## config.mk

```make
export PLATFORM = sky130hd
export DESIGN_NAME = axis_frame_rx
export DESIGN_NICKNAME = d
export VERILOG_FILES = /design/src/rtl/axis_frame_rx.sv
export SDC_FILE = /design/constraint.sdc
export NUM_CORES = 1
export LEC_CHECK = 0
export ABC_AREA = 1
export CORE_UTILIZATION = 35
export DETAILED_ROUTE_END_ITERATION = 16
export GPL_ROUTABILITY_DRIVEN = 0
export HOLD_SLACK_MARGIN = 0.06
export SLEW_MARGIN = 5
export SYNTH_ARGS = -nofsm -noshare
export SYNTH_HDL_FRONTEND = slang
export SYNTH_SLANG_ARGS = --single-unit
export TNS_END_PERCENT = 10
```

## constraint.sdc

```tcl
create_clock -name clock -period 1.9 [get_ports clock]
set_clock_uncertainty 0.2 [all_clocks]
set_input_delay 0.38 -clock clock [delete_from_list [all_inputs] [get_ports clock]]
set_output_delay 0.38 -clock clock [all_outputs]
set_load 0.03 [all_outputs]
```

## src/rtl/axis_frame_rx.sv

```systemverilog
// axis_frame_rx: AXI-Stream sink that checks frame length against ITERATION, forwards beats, counts frames and errors.
// Latency: an accepted beat appears on out_* one cycle after the accepting edge; counters and done update in step.
// Backpressure: axis_tready = enable && LFSR stall gate (never from tvalid); the output side cannot stall.
module axis_frame_rx #(
   parameter int          BITWIDTH    = 32,
   parameter int          ITERATION   = 64,
   parameter int          FRAMES      = 16,
   parameter int          STALL_SHIFT = 0,
   parameter logic [15:0] SEED        = 16'hACE1
) (
   input  logic                clock,
   input  logic                reset,
   input  logic                enable,
   input  logic                axis_tvalid,
   output logic                axis_tready,
   input  logic [BITWIDTH-1:0] axis_tdata,
   input  logic                axis_tlast,
   output logic                out_valid,
   output logic [BITWIDTH-1:0] out_data,
   output logic                out_last,
   output logic [31:0]         frame_ok,
   output logic [31:0]         err_short,
   output logic [31:0]         err_long,
   output logic                done
);

   localparam int               IDX_W    = (ITERATION > 1) ? $clog2(ITERATION) : 1;
   localparam logic [IDX_W-1:0] LAST_IDX = IDX_W'(ITERATION - 1);
   localparam logic [31:0]      FRAMES_W = 32'(FRAMES);

   typedef enum logic {RECV, DRAIN} state_t;

   state_t           state;
   logic [IDX_W-1:0] idx;
   logic [15:0]      lfsr;
   logic             lfsr_fb;
   logic             stall_ok;
   logic             accept;

   assign lfsr_fb = lfsr[15] ^ lfsr[13] ^ lfsr[12] ^ lfsr[10];

   // Stall gate: a zero shift disables backpressure entirely.
   generate
      if (STALL_SHIFT == 0) begin : g_no_stall
         assign stall_ok = 1'b1;
      end else begin : g_stall
         assign stall_ok = (lfsr[STALL_SHIFT-1:0] != '0);
      end
   endgenerate

   // Ready depends only on registered state and enable, so it is valid during reset too.
   assign axis_tready = enable && stall_ok;
   assign accept      = axis_tvalid && axis_tready;

   // Free-running Fibonacci LFSR (taps 16,14,13,11), advances every cycle out of reset.
   always_ff @(posedge clock) begin
      if (reset) begin
         lfsr <= SEED;
      end else begin
         lfsr <= {lfsr[14:0], lfsr_fb};
      end
   end

   // Frame FSM: length check, registered forwarding and counters on each accepted beat.
   always_ff @(posedge clock) begin
      if (reset) begin
         state     <= RECV;
         idx       <= '0;
         out_valid <= 1'b0;
         out_data  <= '0;
         out_last  <= 1'b0;
         frame_ok  <= '0;
         err_short <= '0;
         err_long  <= '0;
         done      <= 1'b0;
      end else begin
         out_valid <= 1'b0;
         out_last  <= 1'b0;
         if (accept) begin
            case (state)
               RECV: begin
                  out_valid <= 1'b1;
                  out_data  <= axis_tdata;
                  if (axis_tlast) begin
                     out_last <= 1'b1;
                     idx      <= '0;
                     if (idx == LAST_IDX) begin
                        frame_ok <= frame_ok + 32'd1;
                        if (frame_ok + 32'd1 == FRAMES_W) begin
                           done <= 1'b1;
                        end
                     end else begin
                        err_short <= err_short + 32'd1;
                     end
                  end else if (idx == LAST_IDX) begin
                     // Frame overran: close it downstream and discard the rest up to tlast.
                     out_last <= 1'b1;
                     err_long <= err_long + 32'd1;
                     state    <= DRAIN;
                  end else begin
                     idx <= idx + 1'b1;
                  end
               end
               DRAIN: begin
                  if (axis_tlast) begin
                     idx   <= '0;
                     state <= RECV;
                  end
               end
               default: state <= RECV;
            endcase
         end
      end
   end

endmodule

```

# Word-level counts from Yosys, hierarchy flattened

Index checks and enable logic that the tools add are counted.

Register bits after elaboration: 138
Input port bits: 37
Output and inout bits: 132
Word-level logic and storage cells: 40

Reduce and logical (&&, ||, !) cells: 9
Bitwise logic cells: 4
Eq/ne operators: 4
$add $sub $neg: 4
Muxes and demuxes: 10

Operators by type and width:

| cell                                                  | number |
|---|---|
| adder 32 x 1 -> 32 bit (second input constant)        | 3 |
| equality test 32 x 5 -> 1 bit (second input constant) | 1 |
| two-way mux 6 bit                                     | 3 |
| one-hot mux 6 bit (2 select lines)                    | 1 |
| AND reduction 4 bit                                   | 3 |
| adder 6 x 1 -> 6 bit (second input constant)          | 1 |
| equality test 6 bit (second input constant)           | 1 |
| two-way mux 1 bit                                     | 5 |
| AND reduction 5 bit                                   | 1 |
| inverter 1 bit                                        | 4 |
| != test 3 bit (second input constant)                 | 1 |
| AND reduction 3 bit                                   | 1 |
| OR reduction 3 bit                                    | 1 |
| != test 2 bit (second input constant)                 | 1 |
| one-hot mux 1 bit (2 select lines)                    | 1 |
| AND reduction 2 bit                                   | 1 |
| OR reduction 2 bit                                    | 1 |
| logical AND 1 bit                                     | 1 |

# Longest topological paths before layout

Gate-level depths: netlist of run 1.

Depth in word-level cells: 4
Mapped depth: 14
Mapped depth without buffers: 14

# Worst setup path before layout of run 1

No wires, ideal clock.

Kind: register to register
Start point: reg frame_ok[0]
End point: reg done
Arrival: 1.961 ns
Period minus slack after synthesis: 2.231 ns
Path slack: -0.331 ns
Data required time: 1.630 ns
Path buffers: 0
Cell stages (with the launch flop): 14
Setup time: 0.070 ns
Cell sequence: dfxtp_1 ha_1 nand2_1 nor2_2 nand2_1 nor2_1 nand2_1 nand2_1 nand2_1 nor2_1 nand2_1 nor2_1 nand3_1 a21oi_1

Longest elaborated chain between the ends: 3

RTL lines:

| element                              | RTL line | source |
|---|---|---|
| start, declared                      | 21       | `output logic [31:0] frame_ok,` |
| start signal, assigned               | 88       | `frame_ok <= frame_ok + 32'd1;` |
| adder 32 x 1 -> 32 bit               | 89       | `if (frame_ok + 32'd1 == FRAMES_W) begin` |
| equality test 32 x 5 -> 1 bit        | 89       |  |
| AND reduction 5 bit (no source line) | n/a      |  |
| end signal, assigned                 | 75       | `done <= 1'b0;` |
| end signal, assigned                 | 90       | `done <= 1'b1;` |
| end, declared                        | 24       | `output logic done` |

Every way passes these cells.
A chain may end at the register's enable or synchronous reset.

# Final worst setup path of run 1

Ends and elaborated chain as after synthesis.

==> results by stage, run 1 <==
Outcome:
- The run finished, with violations left.
- The final reports fail on negative setup slack.

Worst setup path:
- The critical path launch point type is a flop.
- Of all nets on the critical path, the largest fanout is 4.
- By startpoint and endpoint, the worst setup path is classified as reg2reg.
- The arrival time of the worst setup path is 2.28 ns.
- The required time at the worst-slack endpoint is 2.05 ns.
- Measured in cells, the most critical reg-to-reg path has a length of 12.
- The sort of element at the end of the critical path is a flop.

Final layout:
- The share of layout cells above drive strength 1 is approximately a quarter.
- The net count reported at finish is roughly 1400.
- Compared with the post-synthesis result, the final layout area differs by 58.3%.
- 0 antenna diodes ended up in the layout.

Floorplan:
- Once the floorplan was initialized, standard cells occupied ~36% of the core.
- Measured along the x axis, the die boundary spans 144 um.
- The floorplan step defined a core boundary enclosing 0.0197 mm^2.
- Row generation in the floorplan step produced 51 rows.
- In this run the vertical extent of the chip is between 100 and 150 um.
- The full die area is 0.0208 mm^2.
- The I/O pin total is 169.

Placement:
- The placed wire-length estimate after detailed placement is around 16000 um.
- The number of port buffers is 168.

Route:
- The via count normalized by instance count is 4.75.
- Dividing the detail-routed wire length by the instance count gives 13.2 um.
- The vias after detailed routing is between 7000 and 8000.
- The final wirelength is 22200 um.
- The detailed router finished its first iteration with around 420 violations.
- The count of TritonRoute iterations in the first routing pass is 5.
- The post-route DRC violation count is 0.
- The count of nets left with antenna violations once routing finished came out at 0.

Global route:
- The number of global-route vias before repair came to 7084.
- Entering global routing, the biggest net connects between 40 and 50 pins.
- For this run the aggregate overflow at the end of global routing stands at 0.
- The first global-routing pass estimated between 30000 and 40000 um of wire.
- The initial antenna violation count came to 0.
- The overall routing resource usage is 20.8%.

Power:
- Of the total power, the share spent switching nets is ~26%.
- The combinational cell fraction of total power is 7.3%.
- The total internal power is 5.17 mW.
- Across the VDD grid, the largest voltage drop is 0.585 mV.
- The clock network accounts for about 50% of the total power.
- The switching component of the power is 1.78 mW.
- Per report_power, the sequential group accounts for 42.7% of the total.
- The power per standard cell area is 621 mW/mm^2.
- For this design the static power due to leakage is 5.06 nW.

CTS:
- For this design, the sink count on the clock tree is 138.
- The clock passes through at most 2 buffers.
- TritonCTS created 17 clock buffers.
- TritonCTS built the clock tree.
- The number of hold buffers added after CTS is 0.
- The cell at the root of the clock tree is clkbuf_16.
- Clock latency on the worst-skew pair, taken at its later pin, is between 0.4 and 0.5 ns.
- In this run the number of H-tree levels came out at 4.
- The clock-pin transition on the worst setup and hold timing paths is 0.06 ns.

Logic synthesis:
- The post-synthesis xor/xnor area fraction is 2.60%.
- The top cell type by area accounts for 39.0% of the synthesized area.
- The number of standard cells after synthesis is ~1100.
- After Yosys synthesis, and, or, nand and nor cells account for 34.7% of the synthesized area.
- After synthesis, the largest family of logic cells by area is simple AND/OR/NAND/NOR gates.
- Yosys mapped a number of flops with a built-in enable equal to 0.
- After synthesis, flip-flops and latches occupy about two fifths of the total area.
- Sorting the synthesized cells by area gives the leading types as dfxtp_1, nand2_1, nor2_1.
- After Yosys synthesis, full adders, half adders and majority gates account for 0.707% of the synthesized area.
- The number of nets handed over by synthesis was 1122.
- The cell type with the highest aggregate area in the netlist is dfxtp_1.
- Synthesis inferred 138 register bits.
- The Yosys warning count is 0.
- The multiplexer share of the synthesized area is 0%.
- The area of the mapped netlist is approximately 0.0071 mm^2.
- The count of unique library cells instantiated by Yosys is 37.
- The most common flop cell mapped by yosys is dfxtp_1.
- Averaged over all synthesized cells, the footprint is between 6 and 7 um^2.
- In the synthesized netlist the async set-or-reset flop fraction comes to 0%.
- The synthesized-area fraction occupied by ao, oa, aoi and oai cells is 14.0%.

Min path:
- The hold path depth is 4.
- The path type of the worst min-delay path is in2reg.

Timing:
- The ratio of final minimum period to clock period is 112%.
- Counting I/O delays and the setup requirement, the final critical path takes approximately 2.1 ns.
- The number of setup violations in the final report is 16.
- The fmax is 0.469 GHz.
- The max-slew violation count is 0.
- Setup repair after global routing could not meet its margin everywhere.
- The worst slew margin relative to its limit is 68.2%.
- The final worst slack is -0.232 ns.
- The actual slew at the worst max-slew pin is 0.474 ns.
- For the final routed database, the setup TNS stands at -0.838 ns.
- Hold is met by 0.167 ns.
- The number of hold-slack violations in the final timing report was 0.

Flow run:
- The number of max-capacitance violations reported is 0.
## logic make-up (layout without fill, tap and decap cells)
logic type / Yosys count / count (layout)
fa+ha+maj: 4 / 4
flops: 138 / 138
simple gates: 568 / 568
compound gates: 184 / 184
xor+xnor: 21 / 21
buf+inv: 166 / 500
## final timing paths
path	slack (ns)	end	start
worst min register to register	0.25	idx[5]$_SDFFE_PP0P_	idx[5]$_SDFFE_PP0P_
worst max register to register	-0.23	done$_SDFFE_PP0P_	frame_ok[0]$_SDFFE_PP0P_
worst max-delay path	-0.23	done$_SDFFE_PP0P_	frame_ok[0]$_SDFFE_PP0P_
worst min-delay path	0.17	frame_ok[1]$_SDFFE_PP0P_	reset
## cell usage after synthesis (8+ instances only)
cell type and count:
nand3_1 43, o211ai_1 9, nand4_1 24, xor2_1 14, o21ai_0 88, nand2_1 243
dfxtp_1 138, nor2_1 183, a31oi_1 8, inv_1 133, nor2_2 9, nor3_1 34
nor4_1 9, clkbuf_1 22, a21oi_1 64
## repair_timing
action	CTS	global route
buffers inserted	0	11
endpoints found under the setup margin	187	121
pin swaps	6	34
gates resized for setup	182	134
## sequential cells by signal (all words and copies together) (netlist names)
name and count:
done 1, err_long 32, err_short 32, frame_ok 32, idx 6, out_data 32, out_last 1, out_valid 1
state 1
## through the flow
stage / worst slack, ns / total power, mW / cell area [um^2] / cells / utilization, %
after CTS: -0.208 / 7.04 / 10800 / 1669 / 55.1
after detailed placement: -0.628 / 3.57 / 10300 / 1637 / 52.2
after floorplan: -0.125 / 3.30 / 7180 / 1081 / -
after global routing: -0.317 / 7.24 / 11200 / 1680 / 57.0
final: -0.232 / 6.95 / 11200 / 1680 / 57.0
after global placement: -0.559 / 3.57 / 10300 / 1637 / 52.2
## layout make-up
cell class	instances	area, um^2
flip-flops and latches	138	2810
fillers	2024	8450
clock buffers	19	475
multi-input cells	777	4130
inverters	136	515
well taps	265	332
repair buffers	332	2800
clock inverters	13	143
## cell usage in the layout (no fill, tap or decap), drive strengths merged, types with 2 or more instances in the layout
cell type        n
o21a             4
dlygate4sd2     93
o21ai           89
o211ai           9
and3             2
nor4            10
clkbuf          32
o21bai           5
nand3           44
clkinvlp         2
inv            145
xor2            14
nand3b           4
clkdlybuf4s50   33
nand2          250
nor3            36
nor2           196
a31oi            8
dfxtp          138
xnor2            7
a211oi           2
nand4           24
ha               4
a21oi           64
clkdlybuf4s15   24
buf            168
## worst max-delay path, cell delays in order, from the launching register on
cell	delay [ns]
dfxtp_4	0.36
ha_4	0.14
nand2_2	0.07
nor2_4	0.22
nand2_4	0.10
buf_6	0.15
o21ai_4	0.14
nand3_2	0.10
nor2_1	0.11
nand2_1	0.09
nor2_1	0.14
nand3_1	0.10
a21oi_1	0.15
## power by group through the flow
| stage | Clock (mW) | Combinational (mW) | Sequential, mW |
|---|---|---|---|
| floorplan | 0 | 0.164 | 3.14 |
| finish | 3.48 | 0.507 | 2.97 |
| global placement | 0 | 0.535 | 3.03 |
| global route | 3.71 | 0.552 | 2.97 |
| detailed placement | 0 | 0.534 | 3.04 |
| CTS | 3.57 | 0.501 | 2.97 |
## per-layer routing
| layer | vias to the layer above | track usage, % | wire length, um |
|---|---|---|---|
| li1 | 4136 | - | - |
| met1 | 3625 | 27.9 | 10500 |
| met2 | 211 | 34.1 | 10200 |
| met3 | 11 | 4.37 | 1300 |
| met4 | 0 | 4.60 | 156 |
| met5 | - | 0 | 0 |
(Power assumes the default switching activity.)
==> inputs of run 2 (changes only) <==
CORE_UTILIZATION = 45   (was 35)
PLACE_DENSITY = 0.76   (was unset)
SKIP_LAST_GASP = 1   (was unset)
SLEW_MARGIN = 10   (was 5)
==> results by stage, run 2 (same netlist as run 1, synthesis figures left out) <==
Global route:
- Entering global routing, the biggest net connects 34 pins.
- For this run the aggregate overflow at the end of global routing stands at 0.
- The number of global-route vias before repair is 7344.
- The overall routing resource usage is 26.1%.
- The first global-routing pass estimated 34100 um of wire.
- The initial antenna violation count came to 0.

Route:
- The final wirelength is between 20000 and 25000 um.
- The count of TritonRoute iterations in the first routing pass is 5.
- The wire length on met3 is around 1500 um.
- The detailed router placed 8066 vias in this run.
- In the final routed layout, each cell accounts on average for 13.4 um.
- The first routing iteration left ~630 violations.
- The routed design uses ~10000 um of met2 wire.
- The uppermost layer routed is met4.
- Once detail routing completed, the nets flagged for antenna violations numbered 0.
- For this run, design rule violations remaining after detail routing come to 0.
- Using the TritonRoute via totals, the vias-per-cell ratio works out to 5.05.
- The met1 routed wirelength after detailed routing is ~9500 um.

Worst setup path:
- Tracing the worst setup path back leads to its startpoint at err_short[20]$_SDFFE_PP0P_.
- Grouping stages by cell kind, the critical path spends the most delay in buffers and inverters.
- The critical path launch point type is a flop.
- The worst-path cell with the longest stage delay is clkdlybuf4s50_1.
- The worst-path maximum fanout is 5.
- The delay of the slowest critical-path stage is ~0.72 ns.
- The register-to-register setup slack is -0.19 ns.
- The signal on the critical path passes through clkdlybuf4s50_1.
- The number of buffers and inverters on the critical path is 1.
- In this run the number of cells on the critical path is 1.
- The sort of element at the end of the critical path is an output port.
- The required time at the worst-slack endpoint is 1.32 ns.
- The worst flop-to-flop path startpoint is idx[1]$_SDFFE_PP0P_.
- The arrival time of the worst setup path is 1.59 ns.
- The depth of the worst register-to-register path is 12.
- The critical path class is reg2out.

Power:
- The sequential fraction of design power is 43.6%.
- The proportion of power drawn by the clock network is 48.6%.
- For this design the static power due to leakage is 4.50 nW.
- The maximum VDD drop is a little under 0.6 mV.
- Per report_power, the combinational group accounts for 7.8% of the total.
- The power per standard cell area is 627 mW/mm^2.
- In this run the power spent charging and discharging nets is 1.78 mW.
- The total internal power is 5.03 mW.
- Of the total power, the share spent switching nets is about a quarter.

Final layout:
- The most common library cell in the layout ignoring fill and taps is nand2_1.
- The top cell types in the final layout, fill and taps aside, are nand2_1, nor2_1, clkdlybuf4s50_1, buf_4, inv_1.
- The share of layout cells above drive strength 1 is 19.5%.
- Relative to the synthesized area, the layout overhead comes to 53.5%.
- At the end of the flow, the number of nets in the layout was 1413.
- The non-filler instance count after layout is 1596.
- 0 antenna diodes ended up in the layout.

Timing:
- Derived from the worst setup path, the maximum achievable clock frequency is 0.460 GHz.
- After layout, the minimum clock period comes to around 2.2 ns.
- At the pin with the least slew margin, the transition time is 0.410 ns.
- Once routing completed, OpenROAD measured the worst setup slack at -0.274 ns.
- The number of hold-slack violations in the final timing report is 0.
- Headroom to the max-slew limit came out at just over 70%.
- The number of setup violations in the final report is 135.
- Setup repair after global routing could not meet its margin everywhere.
- The ratio of final minimum period to clock period is 114%.
- The max-slew violation count was 0.

Floorplan:
- Pin placement for this block handled 169 I/O pins.
- The die covers 0.0162 mm^2.
- The row count is 45.
- The core box area is 0.0153 mm^2.
- For this configuration, the core starts out at a cell density of 46.4%.
- The die is around 130 um wide.
- The floorplan step set the die height to 127 um.

CTS:
- At the later pin of the worst-skew pair, clock insertion delay measures 0.43 ns.
- The number of sinks on the clock net is around 140.
- In this run, CTS created clock tree buffers numbering 17.
- CTS built an H-tree with a depth of 4.
- After clock tree synthesis, the clock-pin slew on the worst setup and hold paths is 0.07 ns.
- The clock tree from TritonCTS is yes.
- The clock tree buffer depth is 2.
- The cell at the root of the clock tree is clkbuf_16.
- The number of hold buffers added after CTS is 0.

Placement:
- Port buffering added 168 buffers.
- The number of placed instances with taps included is 1560.
- The post-place setup slack is -0.621 ns.
- Detailed placement finished with a half-perimeter wire length of 15400 um.

Min path:
- The origin of the worst min-delay path is reset.
- The hold path depth is 4.
- The path type of the worst min-delay path is in2reg.

Flow run:
- The number of max-capacitance violations reported is 0.

Outcome:
- The checks that failed: negative setup slack.
- The flow ran to the end, but the final reports show violations.
==> run 2: changes by cell type in the layout (fill, tap and decap cells not counted), sizes merged <==
cell,change
clkinv,+2
clkdlybuf4s50,+105
clkbuf,-15
clkdlybuf4s15,-8
buf,-31
dlymetal6s2s,+8
dlygate4sd2,-91
==> run 2: what timing repair did <==
action | CTS | global route
setup endpoints to repair | 175 | 209
gates cloned | 0 | 0
pin swaps | 0 | 22
resized for setup | 44 | 70
setup buffers | 0 | 4
==> run 2: path summary, 6_finish.rpt <==
path	endpoint
setup reg to reg	err_long[27]$_SDFFE_PP0P_
hold / removal	frame_ok[1]$_SDFFE_PP0P_
setup / recovery	err_short[20]
hold reg to reg	err_short[6]$_SDFFE_PP0P_
==> run 2: power by group through the flow <==
stage	logic, mW	registers, mW	clock network (mW)
2_1_floorplan	0.164	3.14	0
3_3_place_gp	0.514	3.03	0
3_5_place_dp	0.519	3.04	0
4_1_cts	0.524	2.97	3.35
5_1_grt	0.576	2.97	3.47
6_report	0.529	2.97	3.31
==> run 2: final cells by class <==
class                      count  area, um^2
fill                        1236        4400
multi-input combinational    777        3950
sequential                   138        2800
timing repair buffer         302        2760
inverter                     136         510
clock buffer                  17         425
tap                          211         264
clock inverter                15         158
==> run 2: routing by layer <==
layer  GRT usage [%]  vias up
li1                -     4076
met1            33.5     3655
met2            42.8      293
met3            5.44       42
met4            10.6        0
met5               0        -
==> run 2: through the flow <==
step           utilization [%]  setup TNS, ns  instance area, um^2  total power, mW  hold slack (ns)
2_1_floorplan                -         -0.486                 7180             3.30            0.223
3_3_place_gp              65.5         -36.96                10000             3.55            0.234
5_1_grt                   71.2         -31.48                10900             7.02            0.112
6_report                  71.2         -20.12                10900             6.81            0.106
4_1_cts                   69.4         -25.45                10600             6.84           0.0915
3_5_place_dp              65.5         -42.90                10000             3.56            0.246
==> inputs of run 3 (changes only) <==
ABC_AREA = unset   (was 1)
ABC_CLOCK_PERIOD_IN_PS = 1900   (was unset)
CORE_UTILIZATION = 44   (was 45)
==> results by stage, run 3 <==
Logic synthesis:
- In the post-synthesis netlist, the biggest area contributors are dfxtp_1, xnor2_1, nor2_1.
- Counting flops and latches in the post-synthesis netlist gives roughly 140.
- The number of nets handed over by synthesis was 824.
- The cell type with the highest aggregate area in the netlist is dfxtp_1.
- Among all cell types in the netlist, the one instantiated most often is dfxtp_1.
- The mean area per synthesized cell is ~8.3 um^2.
- After synthesis, the share of flip-flops with an asynchronous set or reset is 0%.
- The number of different library cells used by synthesis comes to 57.
- The most used flip-flop cell after synthesis is dfxtp_1.
- The number of flops mapped to enable cells by yosys is 0.
- During synthesis, Yosys emitted a total of 0 warnings.
- Counting instances in the post-synthesis netlist gives the leading cell types as dfxtp_1, nor2_1, nand2_1.
- The share of the synthesized area in the top cell type is approximately 42%.
- Synthesis produced 783 cells.
- The register area share after synthesis is 42.4%.
- The area of the mapped netlist is approximately 0.0065 mm^2.

Power:
- In this run the power spent charging and discharging nets is 1.56 mW.
- The analysis attributes to cell leakage a power of just over 4 nW.
- The power per standard cell area is about 610 mW/mm^2.
- The internal portion of the total power is slightly below 5 mW.
- The proportion of power drawn by the clock network is 48.4%.
- Net switching is between 20% and 30% of the power.
- The sequential fraction of design power is roughly 45%.
- The combinational cell fraction of total power is 6.6%.
- The worst-case IR drop observed on VDD is 0.566 mV.

Timing:
- The number of hold-slack violations in the final timing report is 0.
- The worst slew margin relative to its limit is 69.5%.
- The final worst slack is -0.662 ns.
- For this run, the top clock speed supported by timing is 0.390 GHz.
- For the pin with the worst max-slew slack, the measured transition is 0.453 ns.
- The shortest period the worst path allows is 2.56 ns.
- Setup repair after global routing could not meet its margin everywhere.
- The max-slew violation count is 0.
- The worst slack on hold paths is 0.253 ns.
- The ratio of final minimum period to clock period is 135%.
- Setup violations remaining at the end of the flow were counted as 207.

Floorplan:
- The core box area is 0.0145 mm^2.
- The I/O pin total is 169.
- The x dimension of the die is about 120 um.
- From bottom edge to top edge, the die measures 124 um.
- The row count is 44.
- The full die area is 0.0153 mm^2.
- The initial core utilization is ~45%.

CTS:
- TritonCTS built the clock tree.
- The number of clock buffers added by TritonCTS is 17.
- The clock-pin transition on the worst setup and hold timing paths is 0.06 ns.
- The count of H-tree levels built during CTS is 4.
- The clock tree buffer depth is 2.
- The cell at the root of the clock tree is clkbuf_16.
- The clock network latency to the later pin of the worst-skew pair is 0.42 ns.
- The number of sinks on the clock net is between 100 and 150.

Outcome:
- The checks that failed: negative setup slack.
- The flow ran to the end, but the final reports show violations.

Final layout:
- The share of layout cells above drive strength 1 is 28.1%.
- The net count reported at finish is approximately 1100.
- The finished layout holds 1305 standard cells, fillers aside.
- The area growth from synthesis to layout is 63.7%.
- In the layout the commonest cells are buf_4, clkdlybuf4s50_1, nor2_1, nand2_1, dfxtp_1.
- Measured on the finished design, the core utilization comes to between 70 and 80%.

Worst setup path:
- In this run the worst path has a maximum fanout of 6.
- By startpoint and endpoint, the worst setup path is classified as reg2reg.
- The critical path launch point type is a flop.
- Data arrives at the worst endpoint at 2.69 ns.
- STA puts the critical path data required time at 2.03 ns.
- The sort of element at the end of the critical path is a flop.
- The register-to-register setup slack is -0.66 ns.

Placement:
- The number of port buffers is 168.
- The placed wire-length estimate after detailed placement is ~13000 um.
- The number of placed instances with taps included is roughly 1200.
- The post-place setup slack is -0.901 ns.

Route:
- The routed wirelength normalized by instance count is between 15 and 20 um.
- The via count normalized by instance count is 5.23.
- The count of TritonRoute iterations in the first routing pass is 5.
- The final wirelength is between 20000 and 25000 um.
- In this run the remaining antenna-violating nets after routing total 0.
- The post-route DRC violation count is 0.
- After the first detailed-routing iteration, the DRC count stood at 498.
- The vias after detailed routing is 6827.

Global route:
- The largest net degree at the start of global routing is 75.
- The remaining global-route overflow is 0.
- The global-route wire length before repair is approximately 30000 um.
- The number of global-route vias before repair is roughly 6000.
- The overall routing resource usage is 25.0%.
- The initial antenna violation count is 0.

Min path:
- The path type of the worst min-delay path is in2reg.

Flow run:
- Max-cap violations in this run came to 0.
-- run 3: cell families after synthesis --
| family | count (synthesis) | synth area share (%) |
|---|---|---|
| muxes | 5 | 0.788 |
| AOI/OAI and AO/OA | 77 | 7.51 |
| buffers and inverters | 59 | 5.13 |
| adders and majority gates | 4 | 0.769 |
| DFF | 138 | 42.4 |
| and+or+nand+nor | 401 | 30.1 |
| xor gates and xnor gates | 99 | 13.3 |
-- run 3: repair_timing --
action	4_1_cts	5_1_grt
resized for setup	39	50
hold buffers	0	0
pin swaps	28	23
gates cloned	0	2
buffers inserted	13	19
setup endpoints to repair	223	218
-- run 3: stage by stage --
stage	setup TNS, ns	power [mW]	area [um^2]
after floorplan	-9.31	3.18	6730
after global placement	-64.40	3.38	9460
after detailed placement	-70.90	3.39	9460
after CTS	-35.82	6.51	10200
after global routing	-51.62	6.71	10700
final	-37.07	6.50	10700
-- run 3: worst paths after layout --
path	cells after the start	endpoint	from
max	7	done$_SDFFE_PP0P_	frame_ok[2]$_SDFFE_PP0P_
max reg2reg	7	done$_SDFFE_PP0P_	frame_ok[2]$_SDFFE_PP0P_
min	3	out_data[1]$_SDFFE_PP0P_	reset
min reg2reg	2	out_data[8]$_SDFFE_PP0P_	out_data[8]$_SDFFE_PP0P_
-- run 3: cell type report --
type / instances / area [um^2]
fillers: 1034 / 3820
multi-input cells: 586 / 3790
repair buffers: 347 / 3150
flip-flops and latches: 138 / 2850
clock buffers: 21 / 482
well taps: 184 / 230
clock inverters: 11 / 83.8
inverters: 17 / 66.3
diodes: 1 / 2.50
-- run 3: per-layer routing --
layer / track usage [%] / share of wire (%)
met4: 8.06 / 2.2
met2: 42.4 / 51
met5: 0 / 0
met3: 4.95 / 3.8
met1: 31.8 / 43
-- run 3: worst max-delay path, cell delays in order (launching register included) --
cell	delay (ns)
dfxtp_2	0.32
nand4_1	0.19
or4_4	0.54
buf_4	0.18
o31ai_4	0.23
o211ai_1	0.16
or4_1	0.43
o31ai_2	0.22
-- run 3: power by group through the flow --
| stage | logic, mW | registers (mW) | clock network, mW |
|---|---|---|---|
| floorplan | 0.124 | 3.06 | 0 |
| global placement | 0.392 | 2.99 | 0 |
| detailed placement | 0.397 | 2.99 | 0 |
| CTS | 0.404 | 2.93 | 3.18 |
| global route | 0.457 | 2.93 | 3.32 |
| finish | 0.428 | 2.93 | 3.14 |
